--- src/rtl/fifo_wr_arbiter.sv ---
// Round-robin write arbiter sharing one FIFO write port
// among NUM_REQ burst requesters (valid/ready per requester).
module fifo_wr_arbiter #(
    parameter int WIDTH     = 8,
    parameter int NUM_REQ   = 4,
    parameter int TAG_W     = 2,
    parameter int BURST_MAX = 4
) (
    input  logic                     clk_i,
    input  logic                     rst_i,
    input  logic [NUM_REQ-1:0]       req_valid_i,
    input  logic [NUM_REQ*WIDTH-1:0] req_data_i,
    input  logic [NUM_REQ-1:0]       req_last_i,
    output logic [NUM_REQ-1:0]       req_ready_o,
    input  logic                     fifo_full_i,
    output logic                     fifo_wr_en_o,
    output logic [WIDTH-1:0]         fifo_wdata_o,
    output logic [TAG_W-1:0]         fifo_tag_o,
    output logic [NUM_REQ-1:0]       grant_o,
    output logic                     busy_o,
    output logic [15:0]              beat_cnt_o
);

    typedef enum logic {IDLE, GRANT} state_e;

    localparam logic [NUM_REQ-1:0] ONE = NUM_REQ'(1);
    localparam logic [4:0] CAP = 5'(BURST_MAX - 1);

    state_e             state_q;
    logic [TAG_W-1:0]   win_q;
    logic [TAG_W-1:0]   last_q;
    logic [4:0]         burst_q;
    logic [NUM_REQ-1:0] grant_q;
    logic [15:0]        beat_q;
    logic [15:0]        beat_d;

    logic               any_valid;
    logic [TAG_W-1:0]   pick;
    logic [TAG_W-1:0]   idx;
    logic               accept;
    logic               release_c;

    // Rotating priority search: lowest offset from last_q+1 wins.
    always_comb begin
        any_valid = 1'b0;
        pick      = '0;
        idx       = '0;
        for (int i = NUM_REQ; i >= 1; i--) begin
            idx = TAG_W'((int'(last_q) + i) % NUM_REQ);
            if (req_valid_i[idx]) begin
                any_valid = 1'b1;
                pick      = idx;
            end
        end
    end

    // Data path: only the granted requester sees ready.
    always_comb begin
        req_ready_o  = '0;
        fifo_wr_en_o = 1'b0;
        fifo_wdata_o = '0;
        fifo_tag_o   = '0;
        if (state_q == GRANT) begin
            req_ready_o[win_q] = !fifo_full_i;
            fifo_wr_en_o = req_valid_i[win_q] & !fifo_full_i;
            fifo_wdata_o = req_data_i[int'(win_q)*WIDTH +: WIDTH];
            fifo_tag_o   = win_q;
        end
    end

    assign accept    = fifo_wr_en_o;
    assign release_c = accept
                     & (req_last_i[win_q] | (burst_q == CAP));
    assign beat_d    = beat_q + 16'(accept);

    // Grant FSM: arbitrate in IDLE, hold grant until release.
    always_ff @(posedge clk_i or negedge rst_i) begin
        if (!rst_i) begin
            state_q <= IDLE;
            grant_q <= '0;
            win_q   <= '0;
            last_q  <= TAG_W'(NUM_REQ - 1);
            burst_q <= '0;
        end else begin
            unique case (state_q)
                IDLE: begin
                    if (any_valid) begin
                        state_q <= GRANT;
                        win_q   <= pick;
                        grant_q <= ONE << pick;
                        burst_q <= '0;
                    end
                end
                GRANT: begin
                    if (release_c) begin
                        state_q <= IDLE;
                        last_q  <= win_q;
                        grant_q <= '0;
                    end else if (accept) begin
                        burst_q <= burst_q + 5'd1;
                    end
                end
                default: state_q <= IDLE;
            endcase
        end
    end

    // Running total of FIFO writes, wraps naturally.
    always_ff @(posedge clk_i or negedge rst_i) begin
        if (!rst_i) begin
            beat_q <= '0;
        end else begin
            beat_q <= beat_d;
        end
    end

    assign grant_o    = grant_q;
    assign busy_o     = (state_q == GRANT);
    assign beat_cnt_o = beat_q;

endmodule

--- config.mk ---
export PLATFORM = sky130hd
export DESIGN_NAME = fifo_wr_arbiter
export DESIGN_NICKNAME = d
export VERILOG_FILES = /design/src/rtl/fifo_wr_arbiter.sv
export SDC_FILE = /design/constraint.sdc
export NUM_CORES = 1
export LEC_CHECK = 0
export CELL_PAD_IN_SITES_DETAIL_PLACEMENT = 0
export CELL_PAD_IN_SITES_GLOBAL_PLACEMENT = 1
export CORE_UTILIZATION = 30
export DETAILED_ROUTE_END_ITERATION = 10
export GPL_TIMING_DRIVEN = 0
export PLACE_DENSITY_LB_ADDON = 0.1
export SYNTH_ARGS = -nofsm -noshare
export SYNTH_HDL_FRONTEND = slang
export SYNTH_SLANG_ARGS = --single-unit
export TNS_END_PERCENT = 5
--- constraint.sdc ---
create_clock -name clk_i -period 6.9 [get_ports clk_i]
set_input_delay 1.725 -clock clk_i [delete_from_list [all_inputs] [get_ports clk_i]]
set_output_delay 1.725 -clock clk_i [all_outputs]
set_load 0.01 [all_outputs]
==> results of run 1 <==
-- cells in the final DEF (no fill, tap or decap), types with 3 or more instances in the layout --
cell type and count:
nand3_1 8, ha_1 3, mux2i_1 6, xor2_1 4
nand2_1 14, xnor2_1 10, nand4_1 5, clkbuf_8 6
inv_1 8, nor3_1 3, dfrtp_1 28, a21oi_1 5
mux4_2 8, clkdlybuf4s50_1 77, nor2_1 13, clkbuf_1 4
o21ai_0 4, o32ai_1 3, and2_1 9
-- worst min-delay path by stage --
stage | from | endpoint
CTS | beat_cnt_o[15] | beat_cnt_o[15]
global placement | beat_cnt_o[15] | beat_cnt_o[15]
detailed placement | beat_cnt_o[15] | beat_cnt_o[15]
finish | beat_cnt_o[15] | beat_cnt_o[15]
floorplan | burst_q[3] | burst_q[3]
global route | beat_cnt_o[12] | beat_cnt_o[12]
-- layout make-up --
| class | instances | area [um2] | share of cell area, % |
|---|---|---|---|
| multi-input combinational | 116 | 902 | 33.8 |
| timing repair buffer | 78 | 776 | 29.1 |
| sequential | 30 | 753 | 28.2 |
| tap | 72 | 90.1 | 3.37 |
| clock buffer | 6 | 82.6 | 3.09 |
| inverter | 8 | 30.0 | 1.12 |
| buffer | 6 | 23.8 | 0.890 |
| clock inverter | 2 | 12.5 | 0.469 |
-- logic make-up (layout without fill, tap and decap cells) --
group	Yosys count	count (layout)	share of synthesized area [%]
AND/OR/NAND/NOR	65	65	19.8
flip-flops	30	30	44.1
AO/OA/AOI/OAI	17	17	6.66
multiplexers	17	17	16.9
XOR/XNOR	14	14	7.17
buffers and inverters	14	100	3.15
adder cells (fa/ha/maj)	3	3	2.20
-- registers in the layout (all words and copies together) (netlist names) --
register    flops
last_q          2
grant_o         4
win_q           2
busy_o          1
burst_q         5
beat_cnt_o     16
-- metal layers --
layer / vias to the layer above / share of wire [%] / GRT usage (%) / routed length (um)
li1: 741 / - / - / -
met1: 679 / 49 / 21.2 / 2130
met2: 61 / 42 / 23.5 / 1850
met3: 2 / 8.5 / 4.82 / 370
met4: 0 / 0.53 / 4.53 / 23
met5: - / 0 / 0 / 0
-- power breakdown --
part           internal (mW)  switching (mW)
Combinational          0.242           0.182
Sequential             0.220          0.0393
Clock                 0.0800          0.0651
Total                  0.542           0.286
==> impl_metrics.csv, run 1 <==
group,metric,value,unit
cells_and_area,syn_to_final_growth,56.2,%
floorplan,die-width,77.5,um
floorplan,fp.coreArea,5510,um2
logic_synthesis,syn_avg_cell_area,10.7,um2
power_and_ir_drop,peakVddDrop,0.164,mV
logic_synthesis,synth-edff-count,0,
sta,clock_skew,0.00571,ns
hold_path,worstHoldPathType,"reg2reg",
logic_synthesis,syn_area,1710,um2
cells_and_area,fillers,543,
setup_path,slowest_stage,"clkdlybuf4s50_1",
setup_path,startpoint_type,"primary input",
setup_path,crit_fanout,6,
logic_synthesis,yosys-top-cells-area,"dfrtp_1, mux4_2, xnor2_1, mux2i_1, and2_1",
clock_tree,clk_path_buf_depth,2,
setup_path,reg2reg_to,"beat_cnt_o[12]",
cells_and_area,drive_gt1_share,9.76,%
logic_synthesis,synth.top_cell.area_share,41.0,%
setup_path,cp.buffers_inverters,3,
setup_path,cp.arrival,3.62,ns
setup_path,endpoint,"fifo_wr_en_o",
setup_path,critPathMaxStageDelay,0.57,ns
logic_synthesis,synth_seq_cells,30,
global_route,grt.total_usage,15.5,%
place,port_buffers,78,
cells_and_area,finalInstanceArea,2670,um2
cells_and_area,layoutNonFillerInstCount,318,
place,placed_cells,310,
logic_synthesis,synthMostInstantiatedCell,"dfrtp_1",
setup_path,worst-setup-path-type,"in2out",
logic_synthesis,yosysWarnings,0,
cells_and_area,final_core_util,48.5,%
global_route,grt_pass1_vias,1462,
logic_synthesis,ys_seq_area_share,44.1,%
setup_path,crit_required,5.18,ns
detailed_routing,drt_iter0_drc,71,
logic_synthesis,yosysUniqueCellTypes,37,
power_and_ir_drop,leakagePower,1.09,nW
setup_path,cp_top_family,"buffers and inverters",
logic_synthesis,synth_fp_nets,206,
sta,slew_headroom,55.6,%
outcome,outcome,"finished clean",
cells_and_area,fin_nets,291,
clock_tree,tritoncts,"done",
sta,tns,0,ns
clock_tree,insertion_delay,0.28,ns
clock_tree,post_cts_buffers,0,
sta,rsz0062_at_grt,"no",
sta,min_period_over_period,77.5,%
setup_path,cp.depth,5,
setup_path,r2r_start,"win_q[0]",
detailed_routing,route.detailed.vias_per_inst,4.66,
detailed_routing,drtAntennaViolNets,0,
clock_tree,clk_pin_slew,0.06,ns
global_route,grt_start_max_net_pins,31,
logic_synthesis,synth_top_cells_by_count,"dfrtp_1, nand2_1, nor2_1",
sta,hold_viol_final,0,
cells_and_area,n_antenna_cell,0,
detailed_routing,drc,0,
detailed_routing,dr.pass1.iters,4,
power_and_ir_drop,power.total,0.828,mW
sta,hold-worst-slack,0.477,ns
setup_path,ff2ff_path_depth,9,
clock_tree,cts_buffers,5,
setup_path,worst-r2r-setup-slack,4.07,ns
floorplan,ios,79,
setup_path,worstSetupStartpoint,"fifo_full_i",
hold_path,hold_path_depth,1,
place,place_ws,1.56,ns
detailed_routing,drt-total-wl,4.38,mm
sta,max_freq,187,MHz
logic_synthesis,yosysTopAreaCell,"dfrtp_1",
place,dpl.hpwl,3.27,mm
place,dpl_cell_area,2580,um2
global_route,grt_overflow_total,0,
floorplan,die_h,77.5,um
detailed_routing,num_vias,1483,
power_and_ir_drop,power_density,310,nW/um2
detailed_routing,wire_per_inst,13.8,um
floorplan,initial_core_util,31.0,%
sta,tightestPinTransition,0.666,ns
clock_tree,clock-sinks,30,
setup_path,path_common_cell,"clkdlybuf4s50_1",
place,routabilityCongestion,0.706,
floorplan,row_count,27,
sta,setup_slack,1.55,ns
clock_tree,htreeDepth,2,
setup_path,worstSetupEndpointType,"output pin",
floorplan,die_area,6000,um2
logic_synthesis,ys_async_sr_fraction,100,%
logic_synthesis,syn_inst,160,
global_route,antenna_found_initial,0,
clock_tree,cts_resized,0,
logic_synthesis,synthFlopType,"dfrtp_1",
setup_path,worstPathCellList,"clkdlybuf4s50_1, or3b_2, o22a_1, inv_1, clkdlybuf4s50_1",
sta,post-route-min-period,5.35,ns
clock_tree,cts_root_buffer,"clkbuf_8",
flow_run,max_cap_violations,0,
sta,finalSetupViolations,0,
sta,drv_slew,0,
global_route,grt_pass1_wl,7.27,mm
clock_tree,cts_hold_buf,0,
(Power assumes the default switching activity.)
==> run 2, diff against run 1 <==
--- a/config.mk
+++ b/config.mk
@@ -7,7 +7,7 @@
 export LEC_CHECK = 0
 export CELL_PAD_IN_SITES_DETAIL_PLACEMENT = 0
 export CELL_PAD_IN_SITES_GLOBAL_PLACEMENT = 1
-export CORE_UTILIZATION = 30
+export CORE_UTILIZATION = 27
 export DETAILED_ROUTE_END_ITERATION = 10
 export GPL_TIMING_DRIVEN = 0
 export PLACE_DENSITY_LB_ADDON = 0.1
==> constraint.sdc (replaced) <==
create_clock -name clk_i -period 4.8 [get_ports clk_i]
set_input_delay 1.2 -clock clk_i [delete_from_list [all_inputs] [get_ports clk_i]]
set_output_delay 1.2 -clock clk_i [all_outputs]
set_load 0.01 [all_outputs]
==> run 2 against run 1 <==
  * Worst setup slack worse by 1.1 ns
  * Via count up 4.3%
  * Clock-buffer cell count up 1
  * Combinational power up 46%
  * Hold slack worse by 0.0011 ns
  * Register-to-register slack worse by 2.1 ns
  * Clock power up 72%
  * Cell area up 1.8%
  * Total power up 50%
  * Non-clock buffer count up 1
  * Final cell count up 1.3%
  * Largest power group unchanged
==> impl_metrics.csv, run 2 (synthesis results as in run 1) <==
group,metric,value,unit
outcome,outcome,"finished clean",
place,dpl.hpwl,3.71,mm
global_route,grt_pass1_vias,1429,
setup_path,worst-r2r-setup-slack,1.96,ns
sta,post-route-min-period,4.31,ns
clock_tree,post_cts_buffers,0,
clock_tree,cts_hold_buf,0,
sta,slew_headroom,45.5,%
floorplan,die-width,81.6,um
global_route,grt_start_max_net_pins,17,
clock_tree,cts_root_buffer,"clkbuf_8",
hold_path,worstHoldPathType,"reg2reg",
detailed_routing,drc,0,
global_route,grtUsageMet1,21.7,%
cells_and_area,layout_common_cells,"clkdlybuf4s50_1, dfrtp_1, nand2_1, nor2_1, xnor2_1",
setup_path,cp.depth,5,
clock_tree,clock-sinks,30,
sta,tns,0,ns
setup_path,path_common_cell,"clkdlybuf4s50_1",
place,placed_cells,314,
setup_path,startpoint_type,"primary input",
sta,tightestPinTransition,0.816,ns
floorplan,die_area,6650,um2
detailed_routing,drt-total-wl,4.78,mm
setup_path,ff2ff_path_depth,9,
setup_path,slowest_stage,"clkdlybuf4s50_1",
global_route,grt_overflow_total,0,
hold_path,hp-start,"beat_cnt_o[15]",
setup_path,worstSetupEndpointType,"output pin",
place,port_buffers,78,
flow_run,max_cap_violations,0,
global_route,grt.total_usage,15.2,%
cells_and_area,fin_nets,292,
global_route,top_usage_layer,"met2",
sta,max_freq,232,MHz
place,routabilityCongestion,0.718,
sta,clock_skew,0.00603,ns
power_and_ir_drop,peakVddDrop,0.241,mV
setup_path,cp.arrival,3.11,ns
clock_tree,cts_buffers,5,
sta,drv_slew,0,
detailed_routing,num_vias,1547,
cells_and_area,mostFrequentLayoutCell,"clkdlybuf4s50_1",
cells_and_area,fillers,602,
power_and_ir_drop,power_density,458,nW/um2
sta,hold-worst-slack,0.476,ns
cells_and_area,largest_reg_flops,16,
cells_and_area,syn_to_final_growth,59.0,%
sta,rsz0062_at_grt,"no",
sta,min_period_over_period,89.7,%
power_and_ir_drop,leakagePower,1.11,nW
clock_tree,insertion_delay,0.28,ns
global_route,antenna_found_initial,0,
sta,finalSetupViolations,0,
setup_path,worst-setup-path-type,"in2out",
setup_path,critPathMaxStageDelay,0.56,ns
setup_path,cp_top_family,"buffers and inverters",
cells_and_area,regArea,753,um2
global_route,grt_pass1_wl,7.46,mm
detailed_routing,wire_per_inst,14.8,um
floorplan,row_count,28,
cells_and_area,layoutNonFillerInstCount,322,
cells_and_area,final_core_util,45.1,%
clock_tree,tritoncts,"done",
setup_path,worstPathCellList,"clkdlybuf4s50_1, or3b_2, o22a_1, inv_1, clkdlybuf4s50_1",
clock_tree,htreeDepth,2,
floorplan,initial_core_util,28.4,%
clock_tree,clk_pin_slew,0.06,ns
floorplan,ios,79,
detailed_routing,route.detailed.vias_per_inst,4.80,
setup_path,cp.buffers_inverters,3,
setup_path,reg2reg_to,"beat_cnt_o[12]",
hold_path,hold_path_depth,1,
clock_tree,cts_resized,0,
cells_and_area,n_antenna_cell,0,
hold_path,hold-path-endpoint,"beat_cnt_o[15]",
cells_and_area,multi_input_area,902,um2
detailed_routing,drt_iter0_drc,50,
global_route,grtUsageMet3,4.11,%
setup_path,r2r_start,"win_q[0]",
floorplan,die_h,81.6,um
detailed_routing,dr.pass1.iters,4,
floorplan,fp.coreArea,6030,um2
sta,hold_viol_final,0,
detailed_routing,drtAntennaViolNets,0,
setup_path,crit_required,3.60,ns
power_and_ir_drop,power.total,1.24,mW
cells_and_area,drive_gt1_share,8.91,%
global_route,use_met2,21.9,%
setup_path,crit_fanout,6,
clock_tree,clk_path_buf_depth,2,
[run 2: cell types whose count changed in the layout (fill, tap and decap cells not counted), sizes merged]
| cell | change |
|---|---|
| clkinvlp | -1 |
| clkdlybuf4s50 | +1 |
| clkbuf | +1 |
| clkinv | -1 |
| bufinv | +1 |
[run 2: worst max-delay path by stage]
stage	startpoint	to	slack, ns
6_report	fifo_full_i	fifo_wr_en_o	0.49
2_1_floorplan	fifo_full_i	beat_cnt_o[14]	1.51
3_3_place_gp	fifo_full_i	fifo_wr_en_o	0.49
3_5_place_dp	fifo_full_i	fifo_wr_en_o	0.50
5_1_grt	fifo_full_i	fifo_wr_en_o	0.43
4_1_cts	fifo_full_i	fifo_wr_en_o	0.49
[run 2: cell type report]
cell class / instances / area share [%]
buffer: 6 / 0.875
clock buffer: 7 / 2.81
clock inverter: 1 / 1.10
inverter: 8 / 1.10
multi-input combinational: 116 / 33.2
sequential: 30 / 27.7
tap: 75 / 3.45
timing repair buffer: 79 / 29.7
[run 2: power by group]
part	internal [mW]	switching, mW	total, mW
logic	0.352	0.269	0.620
registers	0.316	0.0582	0.374
clock network	0.155	0.0940	0.249
total	0.823	0.421	1.24
[run 2: metrics by stage]
step	setup slack [ns]	instance area (um2)
floorplan	1.51	1710
global placement	0.493	2580
detailed placement	0.497	2610
CTS	0.491	2720
global route	0.425	2720
finish	0.494	2720
[run 2: worst register-to-register path, cell delays in order (launching register included)]
cell     delay [ns]
dfrtp_1        0.44
or3b_2         0.52
o22a_1         0.26
inv_1          0.19
ha_1           0.27
ha_1           0.30
inv_1          0.06
or3_1          0.43
nor2_1         0.15
xor2_1         0.15
[run 2: routing by layer]
layer	part of all wire (%)	vias up
met1	48	747
met2	42	52
met3	8.9	4
met4	0.96	0
li1	-	744
met5	0	-
==> run 3, diff against run 2 <==
--- a/config.mk
+++ b/config.mk
@@ -11,6 +11,7 @@
 export DETAILED_ROUTE_END_ITERATION = 10
 export GPL_TIMING_DRIVEN = 0
 export PLACE_DENSITY_LB_ADDON = 0.1
+export SLEW_MARGIN = 0
 export SYNTH_ARGS = -nofsm -noshare
 export SYNTH_HDL_FRONTEND = slang
 export SYNTH_SLANG_ARGS = --single-unit
==> results of run 3 <==
No change in the layout: final DEF, timing and power equal those of run 2.
